$ cat src/rtl/pipe_control_unit.sv
// Pipelined MIPS control: decodes the ID-stage opcode, carries EX/MEM/WB control bundles
// through ID/EX, EX/MEM, MEM/WB and handles load-use stalls and flushes. Option: CTRL_PERF_CNT_EN.
module pipe_control_unit #(
  parameter int OPCODE_W = 6,
  parameter int REG_W    = 5
`ifdef CTRL_PERF_CNT_EN
  ,
  parameter int CNT_W    = 16
`endif
) (
  input  logic                clk,
  input  logic                rst_n,
  input  logic [OPCODE_W-1:0] opcode,
  input  logic                id_valid,
  input  logic [REG_W-1:0]    id_rs,
  input  logic [REG_W-1:0]    id_rt,
  input  logic [REG_W-1:0]    idex_rt,
  input  logic                flush,
  output logic                Jump,
  output logic                illegal,
  output logic [3:0]          idex_ex,
  output logic [2:0]          idex_mem,
  output logic [1:0]          idex_wb,
  output logic [2:0]          exmem_mem,
  output logic [1:0]          exmem_wb,
  output logic [1:0]          memwb_wb,
  output logic                pc_write,
  output logic                ifid_write
`ifdef CTRL_PERF_CNT_EN
  ,
  output logic [CNT_W-1:0]    stall_cnt,
  output logic [CNT_W-1:0]    flush_cnt
`endif
);

  localparam logic [OPCODE_W-1:0] OP_RTYPE = OPCODE_W'(6'b000000);
  localparam logic [OPCODE_W-1:0] OP_LW    = OPCODE_W'(6'b100011);
  localparam logic [OPCODE_W-1:0] OP_SW    = OPCODE_W'(6'b101011);
  localparam logic [OPCODE_W-1:0] OP_BEQ   = OPCODE_W'(6'b000100);
  localparam logic [OPCODE_W-1:0] OP_ADDI  = OPCODE_W'(6'b001000);
  localparam logic [OPCODE_W-1:0] OP_ADDIU = OPCODE_W'(6'b001001);
  localparam logic [OPCODE_W-1:0] OP_J     = OPCODE_W'(6'b000010);
  localparam logic [OPCODE_W-1:0] OP_JAL   = OPCODE_W'(6'b000011);

  typedef struct packed {
    logic [3:0] ex;   // {RegDst, ALUOp[1:0], ALUSrc}
    logic [2:0] mem;  // {Branch, MemRead, MemWrite}
    logic [1:0] wb;   // {RegWrite, MemtoReg}
  } ctrl_t;

  ctrl_t dec;
  logic  dec_jump;
  logic  legal;
  logic  hazard;
  logic  stall;
  logic  bubble;

  // NOTE: every signal written in always_comb gets a default first so no latch is inferred.
  always_comb begin
    dec      = '0;
    dec_jump = 1'b0;
    legal    = 1'b1;
    case (opcode)
      OP_RTYPE: dec = '{ex: 4'b1100, mem: 3'b000, wb: 2'b10};
      OP_LW:    dec = '{ex: 4'b0001, mem: 3'b010, wb: 2'b11};
      OP_SW:    dec = '{ex: 4'b0001, mem: 3'b001, wb: 2'b00};
      OP_BEQ:   dec = '{ex: 4'b0010, mem: 3'b100, wb: 2'b00};
      OP_ADDI,
      OP_ADDIU: dec = '{ex: 4'b0001, mem: 3'b000, wb: 2'b10};
      OP_J:     dec_jump = 1'b1;
      OP_JAL: begin
        dec      = '{ex: 4'b0000, mem: 3'b000, wb: 2'b10};
        dec_jump = 1'b1;
      end
      default:  legal = 1'b0;
    endcase
  end

  // A load sitting in ID/EX whose destination feeds the ID instruction needs one bubble.
  assign hazard = idex_mem[1] & (idex_rt != '0) & id_valid
                & ((idex_rt == id_rs) | (idex_rt == id_rt));
  assign stall  = hazard & ~flush;
  assign bubble = flush | hazard | ~id_valid;

  assign Jump       = dec_jump & id_valid & ~flush;
  assign illegal    = id_valid & ~legal;
  assign pc_write   = ~stall;
  assign ifid_write = ~stall;

  // NOTE: sequential state uses non-blocking assignments so every stage samples pre-edge values.
  always_ff @(posedge clk or negedge rst_n) begin
    if (!rst_n) begin
      idex_ex   <= '0;
      idex_mem  <= '0;
      idex_wb   <= '0;
      exmem_mem <= '0;
      exmem_wb  <= '0;
      memwb_wb  <= '0;
    end else begin
      if (bubble) begin
        idex_ex  <= '0;
        idex_mem <= '0;
        idex_wb  <= '0;
      end else begin
        idex_ex  <= dec.ex;
        idex_mem <= dec.mem;
        idex_wb  <= dec.wb;
      end
      exmem_mem <= idex_mem;
      exmem_wb  <= idex_wb;
      memwb_wb  <= exmem_wb;
    end
  end

`ifdef CTRL_PERF_CNT_EN
  // Both counters saturate at all-ones rather than wrapping.
  always_ff @(posedge clk or negedge rst_n) begin
    if (!rst_n) begin
      stall_cnt <= '0;
      flush_cnt <= '0;
    end else begin
      if (stall && stall_cnt != '1) stall_cnt <= stall_cnt + 1'b1;
      if (flush && flush_cnt != '1) flush_cnt <= flush_cnt + 1'b1;
    end
  end
`endif

endmodule

$ cat config.mk
export PLATFORM = sky130hd
export DESIGN_NAME = pipe_control_unit
export DESIGN_NICKNAME = d
export VERILOG_FILES = /design/src/rtl/pipe_control_unit.sv
export SDC_FILE = /design/constraint.sdc
export NUM_CORES = 1
export LEC_CHECK = 0
export CELL_PAD_IN_SITES_DETAIL_PLACEMENT = 1
export CELL_PAD_IN_SITES_GLOBAL_PLACEMENT = 2
export CORE_MARGIN = 8
export CORE_UTILIZATION = 20
export DETAILED_ROUTE_END_ITERATION = 10
export PLACE_DENSITY = 0.91
export RECOVER_POWER = 100
export SLEW_MARGIN = 5
export SYNTH_ARGS = -nofsm -noshare
export SYNTH_HDL_FRONTEND = slang
export SYNTH_SLANG_ARGS = --single-unit
$ cat constraint.sdc
create_clock -name clk -period 2.9 [get_ports clk]
set_input_delay 0.29 -clock clk [delete_from_list [all_inputs] [get_ports clk]]
set_output_delay 0.29 -clock clk [all_outputs]
set_load 0.01 [all_outputs]
=== Yosys cells after proc, flatten, opt, wreduce, memory -nomap -nowiden ===
Index checks and enable logic that the tools add are counted.

* Register bits after elaboration: 16
* Latch bits: 0
* RAM bits: 0
* Memory bits (read-only): 0
* Input port bits: 25
* Output and inout port bits: 20
* Logic and storage cells: 40
* Memories: 0

* $add $sub $neg: 0
* $mul: 0
* Div/mod/pow operators: 0
* $lt $le $gt $ge: 0
* Eq/ne operators: 9
* Shift operators: 0
* Muxes and demuxes: 6
* Bitwise gates (word level): 14
* Reduce and logical (&&, ||, !) cells: 5

{| class="wikitable"
|+ Operators by type and width
! operator !! number
|-
| one-hot mux 9 bit (6 select lines) || 1
|-
| == test 6 x 2 -> 1 bit (second input constant) || 2
|-
| == test 6 x 4 -> 1 bit (second input constant) || 2
|-
| == test 6 bit (second input constant) || 2
|-
| == test 5 bit || 2
|-
| OR reduction 8 bit || 1
|-
| AND 1 bit || 7
|-
| == test 6 x 3 -> 1 bit (second input constant) || 1
|-
| zero test 6 bit || 1
|-
| nonzero test 5 bit || 1
|-
| 2-to-1 mux 4 bit || 1
|-
| NOT 1 bit || 4
|-
| OR reduction 2 bit || 2
|-
| 2-to-1 mux 3 bit || 1
|-
| OR 1 bit || 3
|-
| 2-to-1 mux 1 bit || 2
|-
| 2-to-1 mux 2 bit || 1
|}

=== Longest topological paths before layout ===
* Word-level depth: 7
* Mapped depth: 5
* Gate-level depth less buffers: 4

=== Worst setup path after synthesis ===
OpenSTA, ideal clock, no wires.

* Path type: input to output
* Start point: input port idex_rt[0]
* End point: output port pc_write
* Arrival time: 1297 ps
* Data required time: 2610 ps
* Setup slack: 1313 ps
* Stages on the path: 4
* Buffers on the path: 1
* Path through: or3_1 o311a_4 nand3b_1 buf_4

* Longest elaborated chain between the ends: 6
* Elaborated cells on any way between the ends: 9
* Those cells by class: eq/ne (2); bitwise (6); reduce/logical (1)

{| class="wikitable"
|+ Ends and longest elaborated chain
! item !! line !! text
|-
| start: declaration || 17 || <nowiki>input logic [REG_W-1:0] idex_rt,</nowiki>
|-
| nonzero test 5 bit || 80 || <nowiki>assign hazard = idex_mem[1] & (idex_rt != '0) & id_valid</nowiki>
|-
| AND 1 bit (2 in series) || 80 ||
|-
| AND 1 bit (*) || 81 || <nowiki>& ((idex_rt == id_rs) | (idex_rt == id_rt));</nowiki>
|-
| AND 1 bit (*) || 82 || <nowiki>assign stall = hazard & ~flush;</nowiki>
|-
| NOT 1 bit (*) || n/a ||
|-
| end: declaration || 27 || <nowiki>output logic pc_write,</nowiki>
|}

Every way passes the cells marked *; elsewhere a longest branch is shown, timed or not.

=== Worst setup path in the final report ===
* Start point: input port idex_rt[0]
* End point: output port pc_write

* Longest elaborated chain between the ends: 6
* Elaborated cells on any way between the ends: 9
* Those cells by class: eq/ne (2); bitwise (6); reduce/logical (1)

{| class="wikitable"
|+ Ends and longest elaborated chain
! item !! line !! text
|-
| nonzero test 5 bit || 80 ||
|-
| AND 1 bit (2 in series) || 80 ||
|-
| AND 1 bit (*) || 81 ||
|-
| AND 1 bit (*) || 82 ||
|-
| NOT 1 bit (*) || 87 || <nowiki>assign pc_write = ~stall;</nowiki>
|}

Marks and branches as above.

==> results.md <==
- First-pass GRT wire length: 3310 um
- Die height: 73.0 um
- CP Launch Type: input port
- Vias in the first global route: 710
- FF+latch count, synth: 12
- Seq/Total Area, Yosys: 46.2%
- Number of post-CTS setup repair buffers: 0
- Drt total wl: 2010 um
- Cts bufs inserted: 3
- Number of remaining DRC errors: 0
- Max Clk Rate: 379 MHz
- # IOs: 45
- Worst hold stages: 0
- Synth top area share: 46.2%
- Status: complete, no violations
- CP required: 2.61 ns
- Final hold vios: 0
- Relative slew slack: 67.4%
- Starting Density: 21.1%
- CTS resizes: 0
- PwrDens: 330 nW/um2
- H-tree depth: 1
- Number of port buffers: 44
- Static Leak: 0.501 nW
- WL/cell: 13.2 um
- Crit. End Element: output port
- Critical setup path kind: in2out
- CP arrival: 2.35 ns
- Setup_tns: 0 ns
- Remaining antenna violation count: 0
- Post-synth top cells: dfrtp_1 (12), xnor2_1 (10), nand2_1 (6), nand3_1 (6)
- Layout Skew: 0.00277 ns
- Final period util: 91.0%
- Pins Over Slew Limit: 0
- Cell depth of the worst flop-to-flop path: 2
- Peak VDD IR: 106 uV
- Min-delay src: exmem_wb[1]$_DFF_PN0_
- Root Driver: clkbuf_4
- Row count: 20
- Min Tclk post-route: 2.64 ns
- FF+latch area: 300 um2
- Chip width: 73.0 um
- Fraction of layout cells with a size suffix above 1: 4.63%
- Slew @ Worst Pin: 0.488 ns
- Hold Crit Endpoint: memwb_wb[1]$_DFF_PN0_
- Worst-skew pair later-pin latency: 0.27 ns
- Initial antenna violation count: 0
- R2r startpoint: idex_wb[0]$_DFF_PN0_
- Finished Core Util: 37.0%
- Layout fillers: 371
- TritonCTS clock tree: built
- Post-Syn Area: 649 um2
- Yosys warns: 0
- Yosys cell types: 21
- Core area: 3080 um2
- Hold Crit Class: reg2reg
- Main synth FF type: dfrtp_1
- Die area: 5330 um2
- Reg-to-Reg End: idex_ex[0]$_DFF_PN0_
- GPL Wtd Cong: 0.745
- Area Overhead vs Synth: 75.5%
- EDFF count, synth: 0
- Largest net degree at the start of global routing: 13
- CTS clk-pin slew, worst paths: 0.07 ns
- Mapped Nets: 89
- Final setup fails: 0
- RSZ-0062 raised after global routing: false
- Overflow after GRT: 0
- Yosys top cell by area: dfrtp_1
- CTS Hold Bufs: 0
- Synth area leaders: dfrtp_1 (46%), xnor2_1 (13%), buf_4 (5.8%)
- Nets: 134
- Async S/R FF share, synth: 100%
- Worst R2R Setup Slack: 1.93 ns
- Maxcap violations: 0
- Vias after detailed routing: 635
- Router iterations before antenna repair: 3
- Top-count cell post-synth: dfrtp_1
- Worst-path fanout max: 7
- Via density: 4.18
- Syn Area/Cell: 10.1 um2
- GRT Overall Usage: 7.81%
- CTS max path bufs: 2
- Clock Sinks: 12
- Antenna Cells: 0
- Multi-input logic area: 300 um2
- Post-synthesis cell count: 64
- Initial DRC count: 4
- Post-DP HPWL: 1800 um
[critical path, cell delays in order]
cell             delay, ns
dlygate4sd3_1         0.59
or3_1                 0.39
o311a_1               0.38
nand3b_1              0.14
clkdlybuf4s50_1       0.55
[worst max-delay path by stage]
| stage | start | end | slack [ns] | depth (start not counted) |
|---|---|---|---|---|
| final | idex_rt[0] | pc_write | 0.26 | 5 |
| after global routing | idex_rt[0] | ifid_write | 0.21 | 5 |
| after CTS | idex_rt[0] | ifid_write | 0.41 | 5 |
| after detailed placement | idex_rt[0] | ifid_write | 0.42 | 5 |
| after global placement | idex_rt[0] | pc_write | 0.45 | 5 |
| after floorplan | idex_rt[0] | pc_write | 1.31 | 4 |
[cell type report]
type	instances	area share [%]
Timing Repair Buffer	45	39.3
Sequential cell	12	26.3
Tap cell	44	4.83
Clock buffer	4	3.18
Multi-Input combinational cell	47	26.3
[metal layers]
layer	GRT usage (%)	share of wire (%)	vias up
met2	12.5	46	30
met1	8.82	43	297
met5	0	0	-
met4	2.67	0	0
met3	3.71	11	0
li1	-	-	308
[power by group]
group	internal [mW]	switching (mW)	leakage, nW
clock network	0.0762	0.0522	0.0210
registers	0.168	0.000369	0.167
logic	0.0477	0.0314	0.313
[registers in the layout, summed over array words and instances (netlist names)]
name	cells
idex_ex	3
exmem_mem	2
idex_wb	2
memwb_wb	2
idex_mem	1
exmem_wb	2
[through the flow]
step                      instances  hold slack (ns)  instance area [um2]  setup WS [ns]  total power [mW]
after floorplan                  64         -0.00559                  649           1.31             0.199
after global placement          148            0.361                 1110          0.447             0.253
after detailed placement        148            0.365                 1110          0.416             0.254
after CTS                       152            0.353                 1150          0.413             0.386
after global routing            152            0.398                 1140          0.211             0.398
final                           152            0.372                 1140          0.261             0.376
[cells in the final DEF (no fill, tap or decap), drive strengths merged]
| cell type | count |
|---|---|
| nand2b | 2 |
| clkdlybuf4s50 | 24 |
| buf | 1 |
| o2bb2ai | 1 |
| a21oi | 4 |
| nand3 | 6 |
| nor2 | 5 |
| or3 | 1 |
| nor2b | 1 |
| nand2 | 6 |
| nor3 | 1 |
| a211o | 1 |
| nor3b | 1 |
| o22ai | 1 |
| clkbuf | 4 |
| and4b | 1 |
| nand4b | 1 |
| dlygate4sd3 | 20 |
| dfrtp | 12 |
| and3b | 1 |
| xnor2 | 10 |
| a211oi | 2 |
| o311a | 1 |
| nand3b | 1 |
[kinds of logic (layout without fill, tap and decap cells)]
kind of cell    after synthesis  after routing  synth area share (%)
compound gates               10             10                  12.3
xor+xnor                     10             10                  13.5
flops                        12             12                  46.2
buf+inv                       5             49                  5.78
simple gates                 27             27                  22.2
No activity file was read; power rests on OpenSTA's default activity.
